### config.mk
export PLATFORM = sky130hd
export DESIGN_NAME = sysid_verify_ctrl
export DESIGN_NICKNAME = d
export VERILOG_FILES = /design/src/rtl/sysid_verify_ctrl.sv
export SDC_FILE = /design/constraint.sdc
export NUM_CORES = 1
export LEC_CHECK = 0
export ABC_CLOCK_PERIOD_IN_PS = 2300
export BUFFER_PORTS_ARGS = -buffer_cell sky130_fd_sc_hd__buf_4
export CAP_MARGIN = 20
export CORE_MARGIN = 4
export CORE_UTILIZATION = 40
export DETAILED_ROUTE_END_ITERATION = 8
export PLACE_DENSITY = 0.69
export REMOVE_ABC_BUFFERS = 1
export SLEW_MARGIN = 30
export SYNTH_ARGS = -nofsm -noshare
export SYNTH_HDL_FRONTEND = slang
export SYNTH_SLANG_ARGS = --single-unit
### constraint.sdc
create_clock -name clock -period 2.3 [get_ports clock]
set_input_delay 0 -clock clock [delete_from_list [all_inputs] [get_ports clock]]
set_output_delay 0 -clock clock [all_outputs]
set_load 0.05 [all_outputs]
### src/rtl/sysid_verify_ctrl.sv
// rtl/sysid_verify_ctrl.sv - boot-time sysid check sequencer holding the system in reset until ID matches
// Optional timestamp check enabled by defining SYSID_VERIFY_TS_CHECK_EN.
module sysid_verify_ctrl #(
  parameter logic [31:0] EXPECTED_ID = 32'd0,
  parameter logic [31:0] EXPECTED_TS = 32'd1476641584,
  parameter int          MAX_RETRY   = 3,
  parameter int          RETRY_DELAY = 16
) (
  input  logic        clock,
  input  logic        reset_n,
  output logic        sysid_address,
  input  logic [31:0] sysid_readdata,
  output logic        sys_hold,
  output logic        id_ok,
  output logic        id_fail,
  input  logic [1:0]  avs_address,
  input  logic        avs_read,
  input  logic        avs_write,
  input  logic [31:0] avs_writedata,
  output logic [31:0] avs_readdata
);

  typedef enum logic [2:0] {
    RD_ID = 3'd0,
    RD_TS = 3'd1,
    CHECK = 3'd2,
    WAIT  = 3'd3,
    PASS  = 3'd4,
    FAIL  = 3'd5
  } state_t;

`ifdef SYSID_VERIFY_TS_CHECK_EN
  localparam bit TS_CHECK = 1'b1;
`else
  localparam bit TS_CHECK = 1'b0;
`endif

  state_t      state;
  logic [31:0] id_reg;
  logic [31:0] ts_reg;
  logic [7:0]  retry_cnt;
  logic [15:0] delay_cnt;

  logic        match;
  logic        state_is_terminal;
  logic        restart;
  logic [31:0] status_word;
  logic        unused_writedata;

  assign match = (id_reg == EXPECTED_ID) && (!TS_CHECK || (ts_reg == EXPECTED_TS));
  assign state_is_terminal = (state == PASS) || (state == FAIL);
  assign restart = avs_write && (avs_address == 2'd3) && avs_writedata[0];
  assign status_word = {16'b0, retry_cnt, 5'b0, state_is_terminal, id_fail, id_ok};
  assign unused_writedata = &{1'b0, avs_writedata[31:1]};

  always_ff @(posedge clock or negedge reset_n) begin
    if (!reset_n) begin
      state         <= RD_ID;
      sysid_address <= 1'b0;
      sys_hold      <= 1'b1;
      id_ok         <= 1'b0;
      id_fail       <= 1'b0;
      id_reg        <= '0;
      ts_reg        <= '0;
      retry_cnt     <= '0;
      delay_cnt     <= '0;
    end else begin
      case (state)
        RD_ID: begin
          id_reg        <= sysid_readdata;
          sysid_address <= 1'b1;
          state         <= RD_TS;
        end
        RD_TS: begin
          ts_reg        <= sysid_readdata;
          sysid_address <= 1'b0;
          state         <= CHECK;
        end
        CHECK: begin
          if (match) begin
            state    <= PASS;
            sys_hold <= 1'b0;
            id_ok    <= 1'b1;
          end else if (retry_cnt == 8'(MAX_RETRY)) begin
            state   <= FAIL;
            id_fail <= 1'b1;
          end else begin
            retry_cnt <= retry_cnt + 8'd1;
            delay_cnt <= 16'(RETRY_DELAY - 1);
            state     <= WAIT;
          end
        end
        WAIT: begin
          if (delay_cnt == 16'd0) begin
            state <= RD_ID;
          end else begin
            delay_cnt <= delay_cnt - 16'd1;
          end
        end
        PASS, FAIL: begin
          // Restart is only honoured once a verdict exists, so an in-flight attempt cannot be disturbed.
          if (restart) begin
            state     <= RD_ID;
            sys_hold  <= 1'b1;
            id_ok     <= 1'b0;
            id_fail   <= 1'b0;
            retry_cnt <= '0;
          end
        end
        default: state <= RD_ID;
      endcase
    end
  end

  // Read data reflects pre-edge values, so a read alongside a restart sees the old status.
  always_ff @(posedge clock or negedge reset_n) begin
    if (!reset_n) begin
      avs_readdata <= '0;
    end else if (avs_read) begin
      case (avs_address)
        2'd0:    avs_readdata <= id_reg;
        2'd1:    avs_readdata <= ts_reg;
        2'd2:    avs_readdata <= status_word;
        default: avs_readdata <= 32'd0;
      endcase
    end
  end

endmodule

==> results of run 1 <==
## power groups by stage
stage,combinational (mW),clock (mW),sequential [mW]
after floorplan,1.62,0,4.18
after global placement,2.98,0,3.71
after detailed placement,3.07,0,3.77
after CTS,3.13,2.38,3.74
after global routing,3.38,2.48,3.87
final,3.09,2.35,3.74
## critical path, stage by stage, from the launching register on
cell     delay (ps)
dfrtp_1         460
or3b_1          470
a21oi_1         180
o21a_1          490
nor2_1          110
mux2_2          280
## cell usage after synthesis (9+ instances only)
cell / number / area share
inv_1: 24 / 0.016
clkbuf_1: 18 / 0.012
o22ai_1: 21 / 0.023
mux2_1: 11 / 0.022
nand2_1: 13 / 0.0086
mux2_2: 54 / 0.11
nor2_1: 39 / 0.026
nor4_1: 10 / 0.011
a21oi_1: 33 / 0.029
mux2i_1: 36 / 0.064
xnor2_1: 10 / 0.015
nor3_1: 9 / 0.0080
dfrtp_1: 126 / 0.56
## logic make-up after synthesis
kind of cell / Yosys count / share of synthesized area
compound gates: 77 / 0.0877
xor+xnor: 12 / 0.0186
fa+ha+maj: 2 / 0.00442
buf+inv: 51 / 0.0351
flops: 127 / 0.561
mux: 101 / 0.193
simple gates: 108 / 0.0999
## area by class of cell
class,count,area share
clock inverter,1,0.000681
clock buffer,27,0.0685
sequential,127,0.433
tap,180,0.0307
inverter,24,0.0123
timing repair buffer,126,0.142
multi-input combinational,300,0.314
## repair_timing
| action | 4_1_cts | 5_1_grt |
|---|---|---|
| resized for setup | 0 | 2 |
| setup endpoints to repair | 0 | 2 |
| endpoints found under the hold margin | 113 | 0 |
| hold buffers | 33 | 0 |
## stage by stage
step | worst slack (ps) | instance area [µm²]
3_3_place_gp | 243 | 6510
4_1_cts | 190 | 7340
5_1_grt | 55.5 | 7350
3_5_place_dp | 192 | 6510
6_report | 178 | 7350
2_1_floorplan | -1040 | 5550
## metal layers
layer  vias up  share of wire  routed length [µm]  track usage
li1       1944              -                   -            -
met1      2063           0.44                5860        0.223
met2        85           0.50                6690        0.297
met3        23          0.045                 597       0.0435
met4         0          0.019                 255       0.0688
met5         -              0                   0            0
## worst max-delay path by stage
stage                     slack (ps)  cells after the start       endpoint
after floorplan                -1040                      3      ts_reg[0]
after global placement           240                      8  delay_cnt[13]
after detailed placement         190                      8  delay_cnt[13]
after CTS                        190                      8  delay_cnt[13]
after global routing              60                      5   retry_cnt[0]
final                            180                      5   retry_cnt[0]
==> out/qor.csv, run 1 <==
metric,value,unit
outcome,"finished, final reports clean",
synth_seq_area_share,0.561,
r2r-start,state[0],
dp_cells,724,
synth_edf_count,0,
synthCells,478,
p_sw_frac,0.350,
gp_congestion,0.873,
grt_pass1_vias,4464,
regToRegSetupSlack,180,ps
min_path_cells,3,
diodes,0,
wl,13.4,mm
synth_cell_type_count,48,
nets,668,
clk_latency,410,ps
drc,0,
fin_tns_setup,0,ps
multiInputGateArea,2300,µm²
final_cell_mix,"126 x dfrtp_1, 92 x buf_4, 54 x mux2_2, 39 x nor2_1, 36 x mux2i_1",
drive_above_1_share,0.298,
hold_path_class,in -> reg,
cts_sinks,127,
fillerInstances,1226,
syn-cell-area,5660,µm²
cts_root_buf,clkbuf_16,
final_cell_count_no_fill,785,
dp_hpwl,9.02,mm
clkPwrFrac,0.256,
finalHoldWorstSlack,77.6,ps
final_util,0.529,
die_x,127,µm
post-route-min-period,2120,ps
cts_setup_buffers,0,
core,13900,µm²
startpoint,state[0],
die_h,127,µm
crit_arrival,2420,ps
cts_buffers,17,
r2r_end,retry_cnt[0],
cts_tree,done,
p_int,5.98,mW
vdd_ir_drop_max,0.680,mV
cts.path.max_buffers,2,
end_kind,register,
io_pins,106,
setup-violations-final,0,
antenna_found_initial,0,
async_reset_ff_frac,1.00,
first_iter_violations,159,
hp-start,avs_writedata[0],
htreeDepth,4,
final_common_cell,dfrtp_1,
grt_max_degree,54,
num_vias,4115,
final_max_slew_viol_count,0,
rsz0062_at_grt,false,
area_delta_synth_final,29.7,%
slew_headroom,0.458,
pwr-share-seq,0.408,
rr_worst_depth,5,
fin_total_pwr,9.19,mW
clock_skew,5.48,ps
portBuffers,74,
criticalPathCategory,reg -> reg,
start_util,0.408,
drt-pass1-iter-count,4,
ys_ff_latch,127,
drv_cap,0,
p_leak,3.29,nW
fmax,471,MHz
drtAntennaViolNets,0,
period_share,0.923,
ff_latch_area,3180,µm²
globalRouteOverflowTotal,0,
dieArea,16100,µm²
hold_path_end,state[2],
drt-vias-per-instance,5.24,
startpoint_type,register,
track_usage,0.177,
pwr-share-comb,0.337,
yosys_warnings,0,
crit_path_max_fanout,14,
switchingPower,3.21,mW
cp.required,2600,ps
wl_per_cell,17.1,µm
avgSynthCellArea,11.8,µm²
clk_pin_slew,50,ps
tightest_slew,806,ps
p_per_area,1250,nW/µm²
synth_ff_type,dfrtp_1,
hold_violations,0,
rows,43,
grt_pass1_wl,22.8,mm
(Power assumes the default switching activity.)
==> inputs of run 2 (changes only) <==
Settings changed: MAX_ROUTING_LAYER from default to met4.
==> out/qor.csv, run 2 (synthesized netlist as in run 1, its figures left out) <==
metric,value,unit,change
hold_path_end,avs_readdata[3],,
dp_hpwl,8.87,mm,-1.7%
die_x,127,µm,unchanged
fillerInstances,1221,,-0.41%
finalHoldWorstSlack,71.4,ps,-6.13 ps
final_max_slew_viol_count,0,,unchanged
wl_met2,6.44,mm,-3.8%
gp_congestion,0.849,,-2.8%
pwr-share-comb,0.326,,-0.011
rr_worst_depth,8,,+3
post-route-min-period,2100,ps,-23.4 ps
drtAntennaViolNets,0,,unchanged
fin_tns_setup,0,ps,unchanged
slowest_stage,and4b_1,,
hold_violations,0,,unchanged
drv_cap,0,,unchanged
wl_per_cell,16.6,µm,-2.9%
pwr-share-seq,0.394,,-0.014
r2r_end,delay_cnt[2],,
clkPwrFrac,0.281,,+0.025
p_per_area,1280,nW/µm²,+2.3%
cpPeakStageDelay,450,ps,-40 ps
r2r-start,delay_cnt[0],,
dieArea,16100,µm²,unchanged
tightest_slew,665,ps,-141 ps
clk_latency,410,ps,about the same
outcome,"finished, final reports clean",,
cpLargestDelayFamily,simple AND/OR/NAND/NOR gates,,
drt-met1-wl,5.83,mm,-0.46%
grt_max_degree,52,,-3.7%
hp-start,avs_read,,
drive_above_1_share,0.301,,+0.00347
core,13900,µm²,unchanged
p_int,6.28,mW,+5.1%
io_pins,106,,unchanged
cp.depth,8,,+3
track_usage,0.177,,-0.000238
p_leak,3.32,nW,+1.1%
ff_latch_area,3180,µm²,unchanged
fmax,476,MHz,+1.1%
multiInputGateArea,2300,µm²,-0.11%
final_common_cell,dfrtp_1,,
num_vias,4153,,+0.92%
start_util,0.408,,unchanged
hold_path_class,in -> reg,,
topRoutingLayerUsed,met4,,
crit_buf_inv,2,,+2
cts_sinks,127,,unchanged
grt_pass1_wl,21.9,mm,-3.9%
cts.path.max_buffers,2,,unchanged
clock_skew,9.06,ps,+3.58 ps
preCtsSetupSlack,197,ps,+4.86 ps
die_h,127,µm,unchanged
timing.final.ws_setup,201,ps,+23.4 ps
clk_pin_slew,50,ps,about the same
regToRegSetupSlack,200,ps,+20 ps
nets,667,,-0.15%
first_iter_violations,186,,+17%
cts_buffers,17,,unchanged
period_share,0.912,,-0.0102
drc,0,,unchanged
slew_headroom,0.557,,+0.0982
drt-pass1-iter-count,4,,unchanged
min_path_cells,3,,unchanged
cts.repair.resized,0,,unchanged
p_sw_frac,0.339,,-0.0108
startpoint_type,register,,
rows,43,,unchanged
rsz0062_at_grt,false,,
switchingPower,3.22,mW,+0.19%
criticalPathCategory,reg -> reg,,
cp.required,2590,ps,about the same
htreeDepth,4,,unchanged
wl,13.1,mm,-2.5%
crit_arrival,2390,ps,-30 ps
path_cells,inv_1 > ha_1 > nor2b_1 > and4b_1 > a21oi_1 > buf_4 > a211oi_1 > a31oi_1,,
cts_root_buf,clkbuf_16,,
setup-violations-final,0,,unchanged
diodes,0,,unchanged
crit_path_max_fanout,11,,-3
drt-vias-per-instance,5.27,,+0.54%
cts_tree,done,,
final_cell_mix,"126 x dfrtp_1, 91 x buf_4, 54 x mux2_2, 39 x nor2_1, 36 x mux2i_1",,
globalRouteOverflowTotal,0,,unchanged
portBuffers,74,,unchanged
area_delta_synth_final,31.2,%,
end_kind,register,,
antenna_found_initial,0,,unchanged
grt_pass1_vias,4347,,-2.6%
vdd_ir_drop_max,0.754,mV,+11%
wl_met3,540,µm,-9.5%
[run 2: timing repair]
| action | 4_1_cts | 5_1_grt |
|---|---|---|
| buffers inserted | 0 | 0 |
| hold buffers | 33 | 0 |
| endpoints found under the hold margin | 111 | 0 |
[run 2: power by group through the flow]
stage                     Combinational (mW)  Sequential, mW  Clock [mW]
final                                   3.09            3.74        2.67
after detailed placement                3.06            3.77           0
after global placement                  2.98            3.71           0
after global routing                    3.36            3.87        2.82
after floorplan                         1.62            4.18           0
after CTS                               3.12            3.74        2.72
[run 2: metrics by stage]
step | instances | power [mW] | utilization | cell area [µm²]
finish | 788 | 9.50 | 0.535 | 7430
global route | 788 | 10.1 | 0.535 | 7430
CTS | 788 | 9.58 | 0.535 | 7430
detailed placement | 723 | 6.84 | 0.468 | 6500
global placement | 723 | 6.69 | 0.468 | 6500
floorplan | 451 | 5.80 | - | 5550
[run 2: cell type report]
type,count,share of cell area
multi-input combinational,300,0.310
clock buffer,28,0.0709
sequential,127,0.428
tap,180,0.0303
inverter,24,0.0121
timing repair buffer,125,0.139
clock inverter,4,0.00977
[run 2: worst max path at each step]
stage | start | endpoint | slack, ps
floorplan | state[0] | ts_reg[0] | -1040
global placement | delay_cnt[0] | delay_cnt[10] | 270
detailed placement | delay_cnt[0] | delay_cnt[10] | 200
CTS | delay_cnt[0] | delay_cnt[10] | 180
global route | delay_cnt[0] | delay_cnt[10] | 20
finish | delay_cnt[0] | delay_cnt[2] | 200
[run 2: routing by layer]
layer | track usage | up-vias
met5 | - | -
met4 | 0.0656 | 0
met3 | 0.0456 | 24
met2 | 0.281 | 89
met1 | 0.221 | 2087
li1 | - | 1953
[run 2: tightest hold or removal path: cells and delay by family]
family                 cells  cell delay, ps
and+or+nand+nor            1             180
buffers and inverters      1              80
AOI/OAI and AO/OA          1             170
==> inputs of run 3 (changes only) <==
Settings changed: ABC_AREA from default to 1, ABC_CLOCK_PERIOD_IN_PS 2300 to 1800, PLACE_DENSITY 0.69 to 0.71.
Clock period 2.3 ns to 1.8 ns, I/O delays scaled along.
==> out/qor.csv, run 3 <==
metric,value,unit,change
outcome,"finished, final reports clean",,
drtAntennaViolNets,0,,unchanged
tightest_slew,784,ps,+119 ps
drv_cap,0,,unchanged
final_cell_mix,"248 x nand2_1, 126 x dfrtp_1, 90 x buf_4, 85 x nor2_1, 70 x o21ai_0",,
final_cell_count_no_fill,1080,,+37%
antenna_found_initial,0,,unchanged
p_sw_frac,0.393,,+0.0539
grt_max_degree,52,,unchanged
io_pins,106,,unchanged
dp_hpwl,9.53,mm,+7.4%
globalRouteOverflowTotal,0,,unchanged
ys_ff_latch,127,,unchanged
die_h,131,µm,+3.3%
p_int,8.63,mW,+37%
cpPeakStageDelay,390,ps,-60 ps
top_usage_layer,met2,,
nets,955,,+43%
timing.final.ws_setup,142,ps,-59.0 ps
htreeDepth,4,,unchanged
met3_usage,0.0443,,-0.00123
use_met1,0.250,,+0.0289
met2_usage,0.289,,+0.00808
portBuffers,74,,unchanged
pwr-share-comb,0.376,,+0.050
hold_path_class,in -> reg,,
setup-violations-final,0,,unchanged
cp.required,2150,ps,-440 ps
preCtsSetupSlack,129,ps,-67.8 ps
pwr-share-seq,0.341,,-0.053
gp_congestion,0.869,,+2.5%
cp_common_cell,nand2_1,,
cts.path.max_buffers,2,,unchanged
p_per_area,1780,nW/µm²,+39%
synth_cell_type_count,32,,-33%
dieArea,17200,µm²,+6.7%
slowest_stage,dfrtp_1,,
grt_pass1_vias,5238,,+20%
drt-vias-per-instance,4.95,,-6.1%
async_reset_ff_frac,1.00,,unchanged
cts_root_buf,clkbuf_16,,
cts_sinks,127,,unchanged
rows,44,,+2.3%
p_leak,4.00,nW,+20%
start_util,0.413,,+0.00495
final_util,0.544,,+0.00877
yosys-top-cells-count,"251 x nand2_1, 126 x dfrtp_1, 86 x nor2_1",,
post-synth-top-count-cell,nand2_1,,
drc,0,,unchanged
drt-pass1-iter-count,5,,+1
slew_headroom,0.476,,-0.0811
dp_cells,1013,,+40%
synth_ff_type,dfrtp_1,,
first_iter_violations,404,,+120%
fmax,603,MHz,+27%
track_usage,0.187,,+0.0102
fin_tns_setup,0,ps,unchanged
clk_pin_slew,50,ps,about the same
clkPwrFrac,0.283,,+0.002
crit_arrival,2010,ps,-380 ps
clk_latency,420,ps,about the same
switchingPower,5.58,mW,+73%
grt_pass1_wl,25.7,mm,+17%
regToRegSetupSlack,140,ps,-60 ps
cts_buffers,17,,unchanged
synth_area_leaders,"dfrtp_1 52%, nand2_1 16%, o21ai_0 5.8%",,
wl_per_cell,14.0,µm,-16%
synth_seq_area_share,0.524,,-0.0376
criticalPathCategory,reg -> reg,,
crit_path_max_fanout,8,,-3
fin_total_pwr,14.2,mW,+50%
period_share,0.921,,+0.00846
synth_top_area_share,0.519,,-0.0373
end_kind,register,,
startpoint_type,register,,
cts_tree,done,,
vdd_ir_drop_max,0.944,mV,+25%
hold_violations,0,,unchanged
num_vias,5346,,+29%
wl,15.1,mm,+16%
diodes,0,,unchanged
synth_top_area_cell,dfrtp_1,,
rr_worst_depth,9,,+1
final_common_cell,nand2_1,,
area_delta_synth_final,31.7,%,
path_cells,nor2_1 > nand2_1 > nor2_1 > nand2_1 > nor2_1 > nand2_1 > nand3_4 > nand2_1 > nand2_1,,
clock_skew,6.71,ps,-2.36 ps
core,14700,µm²,+5.9%
synthCells,767,,+60%
min_path_cells,5,,+2
die_x,131,µm,+3.3%
final_max_slew_viol_count,0,,unchanged
synth_edf_count,0,,unchanged
post-route-min-period,1660,ps,-441 ps
yosys_warnings,0,,unchanged
drive_above_1_share,0.177,,-0.124
syn-cell-area,6070,µm²,+7.2%
avgSynthCellArea,7.91,µm²,-33%
==> run 3: area by class of cell <==
class | instances | area (µm²)
well taps | 184 | 230
inverters | 70 | 263
clock buffers | 18 | 429
clock inverters | 14 | 262
repair buffers | 131 | 1150
multi-input cells | 536 | 2490
fillers | 1288 | 6700
flip-flops and latches | 127 | 3180
==> run 3: timing repair <==
item | CTS | global route
buffers inserted | 0 | 0
endpoints found under the hold margin | 174 | 0
resized for setup | 0 | 4
hold buffers | 35 | 0
setup endpoints to repair | 0 | 24
==> run 3: critical path: cells and delay by family, from the launching register on <==
family,cells,cell delay (ps)
DFF,1,390
and+or+nand+nor,9,1210
==> run 3: stage by stage <==
step | cell area, µm² | hold WS, ps
finish | 8000 | 30.9
global route | 8000 | 63.9
CTS | 7980 | 3.48
detailed placement | 6940 | 11.2
global placement | 6940 | 13.3
floorplan | 5900 | -296
==> run 3: layer usage <==
| layer | share of wire | vias to the layer above |
|---|---|---|
| met2 | 0.47 | 140 |
| met4 | 0.017 | 0 |
| met3 | 0.046 | 16 |
| li1 | - | 2676 |
| met5 | 0 | - |
| met1 | 0.46 | 2514 |
==> run 3: logic make-up after synthesis <==
family,after synthesis,share of synthesized area
DFF,127,0.524
buffers and inverters,104,0.0707
xor gates and xnor gates,7,0.0101
muxes,11,0.0204
adders and majority gates,2,0.00412
and+or+nand+nor,420,0.286
AOI/OAI and AO/OA,96,0.0849
==> run 3: worst paths after layout <==
check | from | end
max | id_reg[8] | retry_cnt[7]
max reg2reg | id_reg[8] | retry_cnt[7]
min in group asynchronous | reset_n | avs_readdata[27]
max in group asynchronous | reset_n | sys_hold
min reg2reg | ts_reg[8] | ts_reg[8]
min | avs_write | sys_hold
==> run 3: power by group through the flow <==
stage | Sequential (mW) | Combinational, mW | Clock [mW]
floorplan | 5.43 | 2.79 | 0
global placement | 4.82 | 5.10 | 0
detailed placement | 4.85 | 5.22 | 0
CTS | 4.83 | 5.33 | 4.06
global route | 4.99 | 6.00 | 4.22
finish | 4.85 | 5.35 | 4.02
